$ cat src/rtl/coin_credit_unit.sv
// Coin credit stage: accumulates coin credit, applies purchase deductions, issues refunds.
// Optional idle auto-refund enabled by defining COIN_CREDIT_TIMEOUT_EN.
module coin_credit_unit #(
    parameter int MONEY_W        = 4,
    parameter int MAX_CREDIT     = 15,
    parameter int TIMEOUT_CYCLES = 1000
) (
    input  logic               clk,
    input  logic               rst_n,
    input  logic               i_coin_valid,
    input  logic [1:0]         i_coin_code,
    output logic               o_coin_reject,
    output logic [MONEY_W-1:0] o_money,
    input  logic               i_deduct_valid,
    input  logic [MONEY_W-1:0] i_deduct_amt,
    output logic               o_deduct_ok,
    output logic               o_deduct_fail,
    input  logic               i_cancel,
    output logic               o_refund_valid,
    output logic [MONEY_W-1:0] o_refund_amt,
    input  logic               i_refund_ack,
    output logic [1:0]         o_state
);

    typedef enum logic [1:0] {
        S_IDLE   = 2'd0,
        S_CREDIT = 2'd1,
        S_REFUND = 2'd2
    } state_t;

    localparam logic [MONEY_W:0] MAX_W = (MONEY_W+1)'(MAX_CREDIT);

    state_t               r_state;
    logic [MONEY_W-1:0]   r_money;
    logic                 r_coin_reject;
    logic                 r_deduct_ok;
    logic                 r_deduct_fail;
    logic                 r_refund_valid;
    logic [MONEY_W-1:0]   r_refund_amt;

    state_t               w_state_nxt;
    logic [MONEY_W-1:0]   w_money_nxt;
    logic                 w_rej_nxt;
    logic                 w_ok_nxt;
    logic                 w_fail_nxt;
    logic                 w_rv_nxt;
    logic [MONEY_W-1:0]   w_ramt_nxt;

    logic [MONEY_W:0]     w_coin_val;
    logic                 w_ded_ok;
    logic [MONEY_W-1:0]   w_after;
    logic [MONEY_W:0]     w_sum;
    logic                 w_coin_ok;
    logic [MONEY_W-1:0]   w_new;
    logic                 w_timeout;

    always_comb begin
        w_coin_val = '0;
        unique case (i_coin_code)
            2'd0:    w_coin_val = (MONEY_W+1)'(1);
            2'd1:    w_coin_val = (MONEY_W+1)'(2);
            2'd2:    w_coin_val = (MONEY_W+1)'(5);
            default: w_coin_val = (MONEY_W+1)'(10);
        endcase
    end

    // Deduction is resolved first; the coin is checked against the post-deduction credit.
    assign w_ded_ok  = i_deduct_valid && (i_deduct_amt <= r_money);
    assign w_after   = w_ded_ok ? (r_money - i_deduct_amt) : r_money;
    assign w_sum     = {1'b0, w_after} + w_coin_val;
    assign w_coin_ok = i_coin_valid && (w_sum <= MAX_W);
    assign w_new     = w_coin_ok ? w_sum[MONEY_W-1:0] : w_after;

`ifdef COIN_CREDIT_TIMEOUT_EN
    localparam int CNT_W = $clog2(TIMEOUT_CYCLES + 1);

    logic [CNT_W-1:0] r_idle_cnt;
    logic             w_event;

    assign w_event   = (r_state != S_REFUND) && (w_ded_ok || w_coin_ok);
    assign w_timeout = (r_state == S_CREDIT) && !w_event &&
                       (r_idle_cnt == CNT_W'(TIMEOUT_CYCLES - 1));

    always_ff @(posedge clk or negedge rst_n) begin
        if (!rst_n) begin
            r_idle_cnt <= '0;
        end else if (r_state != S_CREDIT || w_state_nxt != S_CREDIT || w_event) begin
            r_idle_cnt <= '0;
        end else begin
            r_idle_cnt <= r_idle_cnt + 1'b1;
        end
    end
`else
    assign w_timeout = 1'b0;
`endif

    always_comb begin
        w_state_nxt = r_state;
        w_money_nxt = r_money;
        w_rej_nxt   = 1'b0;
        w_ok_nxt    = 1'b0;
        w_fail_nxt  = 1'b0;
        w_rv_nxt    = r_refund_valid;
        w_ramt_nxt  = r_refund_amt;
        if (r_state == S_REFUND) begin
            w_rej_nxt  = i_coin_valid;
            w_fail_nxt = i_deduct_valid;
            if (i_refund_ack && r_refund_valid) begin
                w_state_nxt = S_IDLE;
                w_money_nxt = '0;
                w_rv_nxt    = 1'b0;
                w_ramt_nxt  = '0;
            end
        end else begin
            w_money_nxt = w_new;
            w_ok_nxt    = w_ded_ok;
            w_fail_nxt  = i_deduct_valid && !w_ded_ok;
            w_rej_nxt   = i_coin_valid && !w_coin_ok;
            if (w_new == '0) begin
                w_state_nxt = S_IDLE;
            end else if (r_state == S_CREDIT && (i_cancel || w_timeout)) begin
                w_state_nxt = S_REFUND;
                w_rv_nxt    = 1'b1;
                w_ramt_nxt  = w_new;
            end else begin
                w_state_nxt = S_CREDIT;
            end
        end
    end

    always_ff @(posedge clk or negedge rst_n) begin
        if (!rst_n) begin
            r_state        <= S_IDLE;
            r_money        <= '0;
            r_coin_reject  <= 1'b0;
            r_deduct_ok    <= 1'b0;
            r_deduct_fail  <= 1'b0;
            r_refund_valid <= 1'b0;
            r_refund_amt   <= '0;
        end else begin
            r_state        <= w_state_nxt;
            r_money        <= w_money_nxt;
            r_coin_reject  <= w_rej_nxt;
            r_deduct_ok    <= w_ok_nxt;
            r_deduct_fail  <= w_fail_nxt;
            r_refund_valid <= w_rv_nxt;
            r_refund_amt   <= w_ramt_nxt;
        end
    end

    assign o_state        = r_state;
    assign o_money        = r_money;
    assign o_coin_reject  = r_coin_reject;
    assign o_deduct_ok    = r_deduct_ok;
    assign o_deduct_fail  = r_deduct_fail;
    assign o_refund_valid = r_refund_valid;
    assign o_refund_amt   = r_refund_amt;

endmodule

$ cat config.mk
export PLATFORM = sky130hd
export DESIGN_NAME = coin_credit_unit
export DESIGN_NICKNAME = d
export VERILOG_FILES = /design/src/rtl/coin_credit_unit.sv
export SDC_FILE = /design/constraint.sdc
export NUM_CORES = 1
export LEC_CHECK = 0
export BUFFER_PORTS_ARGS = -buffer_cell sky130_fd_sc_hd__buf_2
export CORE_MARGIN = 4
export CORE_UTILIZATION = 35
export DETAILED_ROUTE_END_ITERATION = 7
export PLACE_DENSITY = 0.67
export REMOVE_ABC_BUFFERS = 1
export SYNTH_ARGS = -nofsm -noshare
export SYNTH_HDL_FRONTEND = slang
export SYNTH_SLANG_ARGS = --single-unit
$ cat constraint.sdc
create_clock -name clk -period 4.5 [get_ports clk]
set_input_delay 0.675 -clock clk [delete_from_list [all_inputs] [get_ports clk]]
set_output_delay 0.675 -clock clk [all_outputs]
set_load 0.01 [all_outputs]
==> Word level (Yosys, flattened, before mapping) <==
Index checks and enable logic that the tools add are counted.
Widths: inputs -> output; s select.
{ "totals": {"ff_bits": 14, "inputBits": 12, "output_inout_bits": 14} }
{ "classes": {"addsub": 2, "magnitude_cmp": 2, "n_eq_ne": 6, "mux": 19, "reduce_logical": 12} }
{ "op_table": {"columns": ["operator", "n"], "rows": [
  ["$mux 4", 7],
  ["$pmux 4 s3", 1],
  ["$mux 2", 4],
  ["$mux 1", 7],
  ["$logic_and 1x1->1", 6],
  ["$add 4x5->5", 1],
  ["$le 5x4->1 const B", 1],
  ["$eq 2x1->1 const B", 2],
  ["$eq 2x2->1 const B", 2],
  ["$le 4x4->1", 1],
  ["$logic_not 4->1", 1],
  ["$sub 4x4->4", 1],
  ["$reduce_and 3->1", 1],
  ["$logic_not 1->1", 2],
  ["$logic_not 2->1", 1],
  ["$ne 2x1->1 const B", 1],
  ["$ne 2x2->1 const B", 1],
  ["$reduce_bool 2->1", 1]
]} }

==> Logic depth before layout (Yosys ltp) <==
Gate-level depths: netlist (run 1).
{ "depth": {"word_depth": 10, "mapped_depth": 16, "mapped_depth_nobuf": 16} }

==> Worst setup path after synthesis (run 1) <==
Ideal clock, no wire load.
{ "synth_path": {"kind": "input to register", "startpoint": "in i_deduct_amt[0]", "endpoint": "reg r_state[1], in the netlist o_state[1]", "arrival_time_ns": 3.672, "required_ns": 4.376, "slack_ns": 0.703, "cell_stages": 15, "path_buffers": 0, "path_cell_list": "ha_1 inv_1 fa_1 a21oi_2 o22a_4 mux2i_1 ha_1 inv_1 fa_1 nor2b_1 o21ai_2 and3b_2 o31ai_2 a31oi_4 or2_1"} }
{ "synth_via": {"elab_chain_cells": 10} }
{ "synth_rtl": {"columns": ["item", "line", "text"], "rows": [
  ["from (decl)", "15", "input logic [MONEY_W-1:0] i_deduct_amt,"],
  ["$le 4x4->1", "68", "assign w_ded_ok = i_deduct_valid && (i_deduct_amt <= r_money);"],
  ["$logic_and 1x1->1", "68", null],
  ["$mux 4 *", "69", "assign w_after = w_ded_ok ? (r_money - i_deduct_amt) : r_money;"],
  ["$add 4x5->5", "70", "assign w_sum = {1'b0, w_after} + w_coin_val;"],
  ["$le 5x4->1", "71", "assign w_coin_ok = i_coin_valid && (w_sum <= MAX_W);"],
  ["$logic_and 1x1->1", "71", null],
  ["$mux 4 *", "72", "assign w_new = w_coin_ok ? w_sum[MONEY_W-1:0] : w_after;"],
  ["$logic_not 4->1 *", "119", "if (w_new == '0) begin"],
  ["$mux 2 *", "119", null],
  ["$mux 2 *", "105", "if (r_state == S_REFUND) begin"],
  ["to (signal assigned)", "141", "r_state <= w_state_nxt;"],
  ["to (decl)", "33", "state_t r_state;"]
]} }
Every way passes the cells marked *; elsewhere a longest branch is shown, timed or not.
A chain may end at the register's enable or synchronous reset.

==> Worst setup path in the final report (run 1) <==
{ "layout_path": {"startpoint": "reg r_money[0], in the netlist o_money[0]", "endpoint": "reg r_state[1], in the netlist o_state[1]"} }
{ "layout_via": {"elab_chain_cells": 10} }
{ "layout_rtl": {"columns": ["item", "line", "text"], "rows": [
  ["from (decl)", "34", "logic [MONEY_W-1:0] r_money;"],
  ["from (signal assigned)", "142", "r_money <= w_money_nxt;"],
  ["$le 4x4->1", "68", null],
  ["$logic_and 1x1->1", "68", null],
  ["$mux 4 *", "69", null],
  ["$add 4x5->5", "70", null],
  ["$le 5x4->1", "71", null],
  ["$logic_and 1x1->1", "71", null],
  ["$mux 4 *", "72", null],
  ["$logic_not 4->1 *", "119", null],
  ["$mux 2 *", "119", null],
  ["$mux 2 *", "105", null]
]} }
Marked as above.

==> results of run 1 <==
[stage by stage]
stage,instance area [sq um],worst slack [ns],std cells,util
6_report,1250,0.548,162,0.441
5_1_grt,1250,0.252,162,0.441
4_1_cts,1250,0.527,162,0.441
3_5_place_dp,1220,0.269,159,0.433
3_3_place_gp,1220,0.382,159,0.433
2_1_floorplan,1060,0.703,103,-
[cell type report]
cell class	instances	area [sq um]	area share
clock buffers	3	22.5	0.0181
repair buffers	25	125	0.100
flip-flops and latches	14	350	0.281
inverters	17	63.8	0.0512
multi-input cells	72	646	0.518
well taps	31	38.8	0.0311
[state kept, by name, indices dropped and copies added, names as in the netlist]
signal and cells:
o_deduct_ok 1, o_state 2, o_money 4, o_refund_amt 4, o_coin_reject 1, o_refund_valid 1, o_deduct_fail 1
[worst register-to-register path, stage by stage (launching register included)]
cell,delay (ns)
dfrtp_1,0.40
inv_1,0.09
ha_1,0.17
inv_1,0.05
fa_1,0.41
a21oi_2,0.23
o22a_4,0.24
mux2i_1,0.37
ha_1,0.23
inv_1,0.05
fa_1,0.40
nor2b_1,0.16
o21ai_2,0.10
and3b_2,0.24
o31ai_2,0.30
a31oi_4,0.16
or2_1,0.25
[cells in the final DEF, fill, tap and decap left out, drive strengths merged, types with 2 or more instances in the layout]
master,Yosys,routed
a21o,2,2
a21oi,6,6
and2,2,2
and3b,2,2
buf,0,25
clkbuf,1,3
dfrtp,14,14
fa,2,2
ha,8,8
inv,17,17
mux2i,4,4
nand2,6,6
nand3,2,2
nand3b,2,2
nor2,3,3
nor2b,2,2
o21ai,5,5
o31ai,3,3
o32ai,3,3
or2,2,2
xor2,2,2
[cells by family after synthesis]
kind of cell | after synthesis | synth area share
AND/OR/NAND/NOR | 26 | 0.153
adder cells (fa/ha/maj) | 10 | 0.132
buffers and inverters | 18 | 0.0635
multiplexers | 5 | 0.0518
flip-flops | 14 | 0.329
AO/OA/AOI/OAI | 28 | 0.246
XOR/XNOR | 3 | 0.0247
[routing by layer]
layer	wire (microns)	up-vias
met5	0	-
met4	13	0
met3	82	2
met2	1090	14
met1	1010	394
li1	-	427
[power by group through the flow]
stage | combinational [mW] | clock [mW] | sequential, mW
global placement | 0.650 | 0 | 0.235
CTS | 0.667 | 0.0681 | 0.236
detailed placement | 0.666 | 0 | 0.239
finish | 0.661 | 0.0645 | 0.236
global route | 0.740 | 0.0739 | 0.247
floorplan | 0.476 | 0 | 0.258
[worst paths after layout]
| kind | end | slack [ns] | cells past startpoint |
|---|---|---|---|
| worst max-delay path | o_state[1]$_DFFE_PN0P_ | 0.55 | 16 |
| worst max register to register | o_state[1]$_DFFE_PN0P_ | 0.55 | 16 |
| worst min-delay path | o_refund_amt[2]$_DFFE_PN0P_ | 0.29 | 1 |
| min in group clk | o_refund_amt[3]$_DFFE_PN0P_ | 0.54 | 2 |
| worst min register to register | o_refund_amt[3]$_DFFE_PN0P_ | 0.54 | 2 |
| max in group asynchronous | o_refund_amt[3]$_DFFE_PN0P_ | 3.98 | 1 |
[synthesized netlist by cell type, types with 2 or more instances]
master,number,share of area
a21oi_1,4,0.019
nand3b_1,2,0.014
and2_1,2,0.012
ha_1,8,0.094
o32ai_1,3,0.025
xor2_1,2,0.016
nor2_1,3,0.011
a21oi_2,2,0.016
o21ai_0,4,0.019
mux2i_1,3,0.028
inv_1,17,0.060
nor2b_1,2,0.012
dfrtp_1,14,0.33
nand2_1,6,0.021
fa_1,2,0.038
==> metrics, run 1 <==
status complete, no violations; CTS tree built; FF-to-FF Start o_money[0]$_DFFE_PN0P_; endpoint class of the critical path flip-flop; critical path's slowest cell fa_1; crit path from o_money[0]$_DFFE_PN0P_; Pwr Total 961 uW; clock sinks 14; Worst Clk Skew 0.00274 ns; worst hold path type input pin to asynchronous set/reset pin; number of max-cap violations 0; met3 Track Usage GR 0.0231; CP Cell Sequence inv_1, ha_1, inv_1, fa_1, a21oi_2, o22a_4, mux2i_1, ha_1, inv_1, fa_1, nor2b_1, o21ai_2, and3b_2, o31ai_2, a31oi_4, or2_1; CTS Root Buffer Type clkbuf_4; Tcrit/Tclk final 0.878; Initial DRT Pass Iterations 4; hold_buf cts 0; gpl congestion 0.776; grt total ovfl 0; Pwr per Cell Area 771 nW/um^2; Cell variety after synth 45; Ant. Diodes 0; Internal 511 uW; # rows 19; setup TNS 0 ns; DRC errors left 0; Final ANT Viol Nets 0; worst-skew pair later-pin latency 0.26 ns; first-pass GRT wire length 3910 microns; IO Port Bufs 25; Die ar. 3980 sq um; CP most frequent cell inv_1; Global Route met2 Usage 0.215; Clock Power Share 0.067; number of synthesized flops with an enable pin 0; Die Span X 63.1 microns; Worst VDD drop 0.267 mV; maximum root-to-sink buffer count 2; Avg Synthesized Cell Area 10.2 sq um; Net Sw Power 450 uW; ys async rst share 1.00; Vias 837; Final #Nets 155; Post-Route WL 2190 microns; largest net degree at the start of global routing 15; fill count 277; GR peak layer met2; TritonCTS Buffers 3; RSZ-0062 raised after global routing no; vias in the first global route 851; layout cells sized above 1 0.336; combinational power share 0.687; Sequential Power Share 0.246; cells after synthesis 104; met1 usage 0.147; switching share of power 0.468; Worst Hold Slack 0.289 ns; HPWL after detailed placement 1870 microns; Tightest Pin Transition 0.355 ns; num ports 26; synth warn 0; Total GRT Usage 0.122; post-layout min period 3.95 ns; register bit count reported by yosys 14; Setup CP Type flip-flop to flip-flop; core area 2830 sq um; DRT iter0 DRCs 37; CTS clk-pin slew, worst paths 0.07 ns; setup bufs post-CTS 0; FMAX 253 MHz; final number of hold-violating endpoints 0; routed vias/inst 5.17; sequential area share after synthesis 0.329; H-Tree Depth 1; worst-path fanout max 6; static leakage 0.616 nW; die height 63.1 microns; crit-path max cell delay 0.41 ns; antenna violations before repair 0; CP delay by family, top adder cells; Worst Path Required 4.65 ns; ys flop type dfrtp_1; setup violators final 0; Post-Syn Area 1060 sq um; wire length per cell 13.5 microns; initial core utilization 0.376; post_cts resized 0; Worst Path Arrival 4.10 ns; Area growth syn-to-layout 17.2%; Buffers & Inverters on Critical Path 3; Max Slew Vio Count 0; Rel. slew slack 0.757; crit path launch type flip-flop
No activity file was read; power rests on OpenSTA's default activity.
==> run 2: changes to the inputs <==
--- a/config.mk
+++ b/config.mk
@@ -7,10 +7,11 @@
 export LEC_CHECK = 0
 export BUFFER_PORTS_ARGS = -buffer_cell sky130_fd_sc_hd__buf_2
 export CORE_MARGIN = 4
-export CORE_UTILIZATION = 35
+export CORE_UTILIZATION = 46
 export DETAILED_ROUTE_END_ITERATION = 7
-export PLACE_DENSITY = 0.67
+export PLACE_DENSITY = 0.81
 export REMOVE_ABC_BUFFERS = 1
 export SYNTH_ARGS = -nofsm -noshare
 export SYNTH_HDL_FRONTEND = slang
 export SYNTH_SLANG_ARGS = --single-unit
+export TNS_END_PERCENT = 100
==> constraint.sdc (replaced) <==
create_clock -name clk -period 5 [get_ports clk]
set_input_delay 0.75 -clock clk [delete_from_list [all_inputs] [get_ports clk]]
set_output_delay 0.75 -clock clk [all_outputs]
set_load 0.01 [all_outputs]
==> run 2 against run 1 <==
Combinational power is 9.4% lower. Setup slack better by 0.47 ns. Critical endpoint is now o_refund_amt[3]$_DFFE_PN0P_. Largest cell class unchanged. Routed wire length is 1.5% lower. Highest routed layer unchanged. Count of clock-buffer cells in the layout stayed put.
==> metrics, run 2 (synthesis results as in run 1) <==
Internal 461 uW (-9.8%); status complete, no violations; # rows 17 (-2); grt total ovfl 0 (unchanged); worst-skew pair later-pin latency 0.28 ns (+0.02 ns); Final ANT Viol Nets 0 (unchanged); Die ar. 3150 sq um (-21%); routed vias/inst 5.41 (+4.7%); combinational power share 0.687 (about the same); Die Span X 56.1 microns (-11%); core area 2210 sq um (-22%); worst hold path type input pin to asynchronous set/reset pin; Ant. Diodes 0 (unchanged); Setup CP Type input pin to flip-flop; setup violators final 0 (unchanged); Rel. slew slack 0.721 (-0.0355); Max Slew Vio Count 0 (unchanged); Worst Clk Skew 0.00367 ns (+0.000933 ns); wire length per cell 13.6 microns (+0.40%); Worst VDD drop 0.359 mV (+34%); Post-Route WL 2160 microns (-1.5%); Clock Power Share 0.072 (+0.005); DRT iter0 DRCs 12 (-68%); num ports 26 (unchanged); TritonCTS Buffers 3 (unchanged); fill count 208 (-25%); Sequential Power Share 0.241 (-0.005); vias in the first global route 837 (-1.6%); post_cts resized 0 (unchanged); IO Port Bufs 25 (unchanged); Worst Path Required 5.17 ns (+0.52 ns); setup bufs post-CTS 0 (unchanged); DRC errors left 0 (unchanged); final number of hold-violating endpoints 0 (unchanged); CTS clk-pin slew, worst paths 0.08 ns (about the same); Worst Hold Slack 0.345 ns (+0.0556 ns); Worst Path Arrival 4.16 ns (+0.06 ns); endpoint class of the critical path flip-flop; FMAX 251 MHz; initial core utilization 0.481 (+0.105); Vias 860 (+2.7%); gpl congestion 0.861 (+11%); setup TNS 0 ns (unchanged); Pwr Total 871 uW (-9.3%); Total GRT Usage 0.151 (+0.0284); die height 56.1 microns (-11%); Finished Layout Cells 159 (-1.9%); commonest non-fill, non-tap cells in the layout 25 x buf_2, 17 x inv_1, 14 x dfrtp_1, 8 x ha_1, 6 x nand2_1; antenna violations before repair 0 (unchanged); HPWL after detailed placement 1810 microns (-2.9%); clock sinks 14 (unchanged); leading cell type in the layout, fill and taps excluded buf_2; largest net degree at the start of global routing 15 (unchanged); Tightest Pin Transition 0.418 ns (+0.0634 ns); Initial DRT Pass Iterations 4 (unchanged); crit path launch type input pin; first-pass GRT wire length 3730 microns (-4.4%); DP Cell Count 156 (-1.9%); Tcrit/Tclk final 0.797; switching share of power 0.471 (+0.00275); Final #Nets 155 (unchanged); CTS tree built; maximum root-to-sink buffer count 2 (unchanged); H-Tree Depth 1 (unchanged); Net Sw Power 410 uW (-8.8%); post-layout min period 3.99 ns; fin util 0.562 (+0.121); RSZ-0062 raised after global routing no; static leakage 0.616 nW (unchanged); hold_buf cts 0 (unchanged); CTS Root Buffer Type clkbuf_4; layout cells sized above 1 0.336 (unchanged); worst-path fanout max 6 (unchanged); Area growth syn-to-layout 16.8%; number of max-cap violations 0 (unchanged); Pwr per Cell Area 701 nW/um^2 (-9.1%)
-- run 2: power by group through the flow --
stage	clock, mW	combinational, mW	sequential, mW
floorplan	0	0.428	0.233
global placement	0	0.579	0.210
detailed placement	0	0.602	0.212
CTS	0.0636	0.605	0.211
global route	0.0700	0.661	0.218
finish	0.0625	0.599	0.210
-- run 2: cell type report --
cell class              count  area [sq um]  area share
multi-input cells          72           646       0.520
inverters                  17          63.8      0.0514
repair buffers             25           125       0.101
well taps                  28          35.0      0.0282
clock buffers               3          22.5      0.0181
flip-flops and latches     14           350       0.282
-- run 2: final timing paths --
kind	to	cells after the start	startpoint	slack (ns)
max	o_refund_amt[3]$_DFFE_PN0P_	16	i_deduct_amt[0]	1.01
min	o_refund_valid$_DFFE_PN0P_	1	rst_n	0.34
max reg2reg	o_refund_amt[3]$_DFFE_PN0P_	16	o_money[0]$_DFFE_PN0P_	1.05
min reg2reg	o_money[0]$_DFFE_PN0P_	2	o_money[0]$_DFFE_PN0P_	0.54
max in group asynchronous	o_money[0]$_DFFE_PN0P_	1	rst_n	4.42
min in group clk	o_money[0]$_DFFE_PN0P_	2	o_money[0]$_DFFE_PN0P_	0.54
-- run 2: layer usage --
layer / track usage / wire length (microns)
met1: 0.161 / 819
met2: 0.277 / 1190
met3: 0.0278 / 99
met4: 0.0780 / 49
met5: 0 / 0
-- run 2: critical path, cell delays in order --
cell,delay (ns)
buf_2,0.08
ha_1,0.14
inv_1,0.05
fa_1,0.41
a21oi_2,0.23
o22a_4,0.24
mux2i_1,0.35
ha_1,0.23
inv_1,0.05
fa_1,0.41
nor2b_1,0.16
o21ai_2,0.10
and3b_2,0.24
o31ai_2,0.30
a31oi_4,0.16
o32ai_1,0.26
-- run 2: through the flow --
step,instance area (sq um),worst slack (ns)
floorplan,1060,1.13
global placement,1220,0.875
detailed placement,1220,0.731
CTS,1240,1.02
global route,1240,0.778
finish,1240,1.01
==> run 3: changes to the inputs <==
--- a/config.mk
+++ b/config.mk
@@ -9,7 +9,7 @@
 export CORE_MARGIN = 4
 export CORE_UTILIZATION = 46
 export DETAILED_ROUTE_END_ITERATION = 7
-export PLACE_DENSITY = 0.81
+export PLACE_DENSITY = 0.84
 export REMOVE_ABC_BUFFERS = 1
 export SYNTH_ARGS = -nofsm -noshare
 export SYNTH_HDL_FRONTEND = slang
==> constraint.sdc (replaced) <==
create_clock -name clk -period 3.5 [get_ports clk]
set_input_delay 0.525 -clock clk [delete_from_list [all_inputs] [get_ports clk]]
set_output_delay 0.525 -clock clk [all_outputs]
set_load 0.01 [all_outputs]
==> run 3 against run 2 <==
Non-clock buffer count up 21. Sequential share of layout area down 5.2 points. Setup slack worse by 0.99 ns. Final area up 23%. Largest cell class unchanged. Cell count up 13%.
==> metrics, run 3 (synthesis results as in run 1) <==
die height 56.1 microns (unchanged); Pwr Total 1.71 mW (+96%); Ant. Diodes 0 (unchanged); CTS clk-pin slew, worst paths 0.08 ns (about the same); HPWL after detailed placement 2160 microns (+19%); Worst VDD drop 0.640 mV (+78%); min setup slack post-route 0.0203 ns (-0.993 ns); largest net degree at the start of global routing 15 (unchanged); setup violators final 0 (unchanged); IO Port Bufs 25 (unchanged); status complete, no violations; static leakage 0.726 nW (+18%); vias in the first global route 1,043 (+25%); crit path launch type flip-flop; DRT iter0 DRCs 9 (-3); Pwr per Cell Area 1120 nW/um^2 (+60%); worst hold path type input pin to asynchronous set/reset pin; first-pass GRT wire length 4770 microns (+28%); Die ar. 3150 sq um (unchanged); CTS Root Buffer Type clkbuf_4; Vias 979 (+14%); Final #Nets 176 (+14%); CTS tree built; gpl congestion 0.799 (-7.1%); RSZ-0062 raised after global routing yes; Tightest Pin Transition 0.421 ns (+0.00247 ns); worst-path fanout max 6 (unchanged); Initial DRT Pass Iterations 4 (unchanged); DRC errors left 0 (unchanged); Rel. slew slack 0.719 (-0.00165); Place WS -0.318 ns (-1.05 ns); H-Tree Depth 1 (unchanged); commonest non-fill, non-tap cells in the layout 25 x buf_2, 20 x buf_4, 14 x dfrtp_1, 13 x inv_1, 6 x nand2_1; maximum root-to-sink buffer count 2 (unchanged); worst-skew pair later-pin latency 0.29 ns (about the same); number of max-cap violations 0 (unchanged); TritonCTS Buffers 3 (unchanged); FMAX 287 MHz; setup TNS 0 ns (unchanged); Total GRT Usage 0.193 (+0.0424); grt total ovfl 0 (unchanged); Post-Route WL 2970 microns (+38%); wire length per cell 16.5 microns (+22%); Setup CP Type flip-flop to flip-flop; Area growth syn-to-layout 43.4%; Finished Layout Cells 180 (+13%); clock sinks 14 (unchanged); # rows 17 (unchanged); Worst Path Required 3.67 ns (-1.50 ns); routed vias/inst 5.44 (+0.56%); Die Span X 56.1 microns (unchanged); leading cell type in the layout, fill and taps excluded buf_2; DP Cell Count 171 (+9.6%); endpoint class of the critical path flip-flop; core area 2210 sq um (unchanged); Final ANT Viol Nets 0 (unchanged); num ports 26 (unchanged); layout cells sized above 1 0.526 (+0.190); Worst Clk Skew 0.00414 ns (+0.000474 ns); internal reg-to-reg setup slack 0.02 ns (-1.03 ns); antenna violations before repair 0 (unchanged); final number of hold-violating endpoints 0 (unchanged); Tcrit/Tclk final 0.994; Max Slew Vio Count 0 (unchanged); post-layout min period 3.48 ns; initial core utilization 0.481 (unchanged); Worst Path Arrival 3.65 ns (-0.51 ns)
run 3: changes by cell type in the layout (fill, tap and decap cells not counted), moves of 3 or more:
cell	previous run	this run
buf_4	0	20
inv_1	17	13
inv_2	0	4
ha_1	8	5
ha_4	0	3
mux2i_4	0	3
o32ai_1	3	0
o32ai_2	0	3
run 3: worst max-delay path, cell delays in order (launching register included):
cell     delay (ns)
dfrtp_1        0.41
inv_2          0.09
ha_4           0.14
inv_2          0.04
fa_2           0.36
a21oi_4        0.16
o22a_4         0.20
mux2i_4        0.26
ha_4           0.17
inv_2          0.03
fa_2           0.34
nor2b_2        0.13
o21ai_2        0.08
and3b_2        0.24
mux2_4         0.34
a31oi_4        0.23
o32ai_2        0.13
run 3: cell type report:
cell class                      instances  area, sq um
Tap cell                               28         35.0
Inverter                               17         63.8
Sequential cell                        14          350
Fill cell                             162          687
Clock buffer                            3         22.5
Timing Repair Buffer                   46          287
Multi-Input combinational cell         72          767
run 3: path summary, 6_finish.rpt:
check | from | end | cells after the start
max | o_money[0]$_DFFE_PN0P_ | o_refund_amt[3]$_DFFE_PN0P_ | 16
min | rst_n | o_refund_valid$_DFFE_PN0P_ | 1
max reg2reg | o_money[0]$_DFFE_PN0P_ | o_refund_amt[3]$_DFFE_PN0P_ | 16
min reg2reg | o_refund_amt[1]$_DFFE_PN0P_ | o_refund_amt[1]$_DFFE_PN0P_ | 2
max in group asynchronous | rst_n | o_refund_amt[3]$_DFFE_PN0P_ | 1
min in group clk | i_deduct_valid | o_deduct_ok$_DFF_PN0_ | 2
run 3: per-stage QoR:
| stage | hold WS, ns | utilization | area, sq um |
|---|---|---|---|
| 2_1_floorplan | 0.229 | - | 1060 |
| 3_3_place_gp | 0.423 | 0.602 | 1330 |
| 3_5_place_dp | 0.433 | 0.602 | 1330 |
| 4_1_cts | 0.123 | 0.658 | 1460 |
| 5_1_grt | 0.125 | 0.689 | 1530 |
| 6_report | 0.112 | 0.689 | 1530 |
run 3: report_power, final:
part | total (mW) | internal [mW] | switching (mW)
sequential | 0.303 | 0.241 | 0.0625
clock | 0.0946 | 0.0401 | 0.0545
combinational | 1.31 | 0.667 | 0.644
run 3: what timing repair did:
action,4_1_cts,5_1_grt
buffers inserted,5,1
resized for setup,15,10
pin swaps,6,8
hold buffers,0,0
setup endpoints to repair,8,8
run 3: layer usage:
layer	wire length, microns	vias up	global-route usage
met4	86	0	0.0915
met2	1670	27	0.366
met5	0	-	0
met3	104	6	0.0418
li1	-	468	-
met1	1110	478	0.197
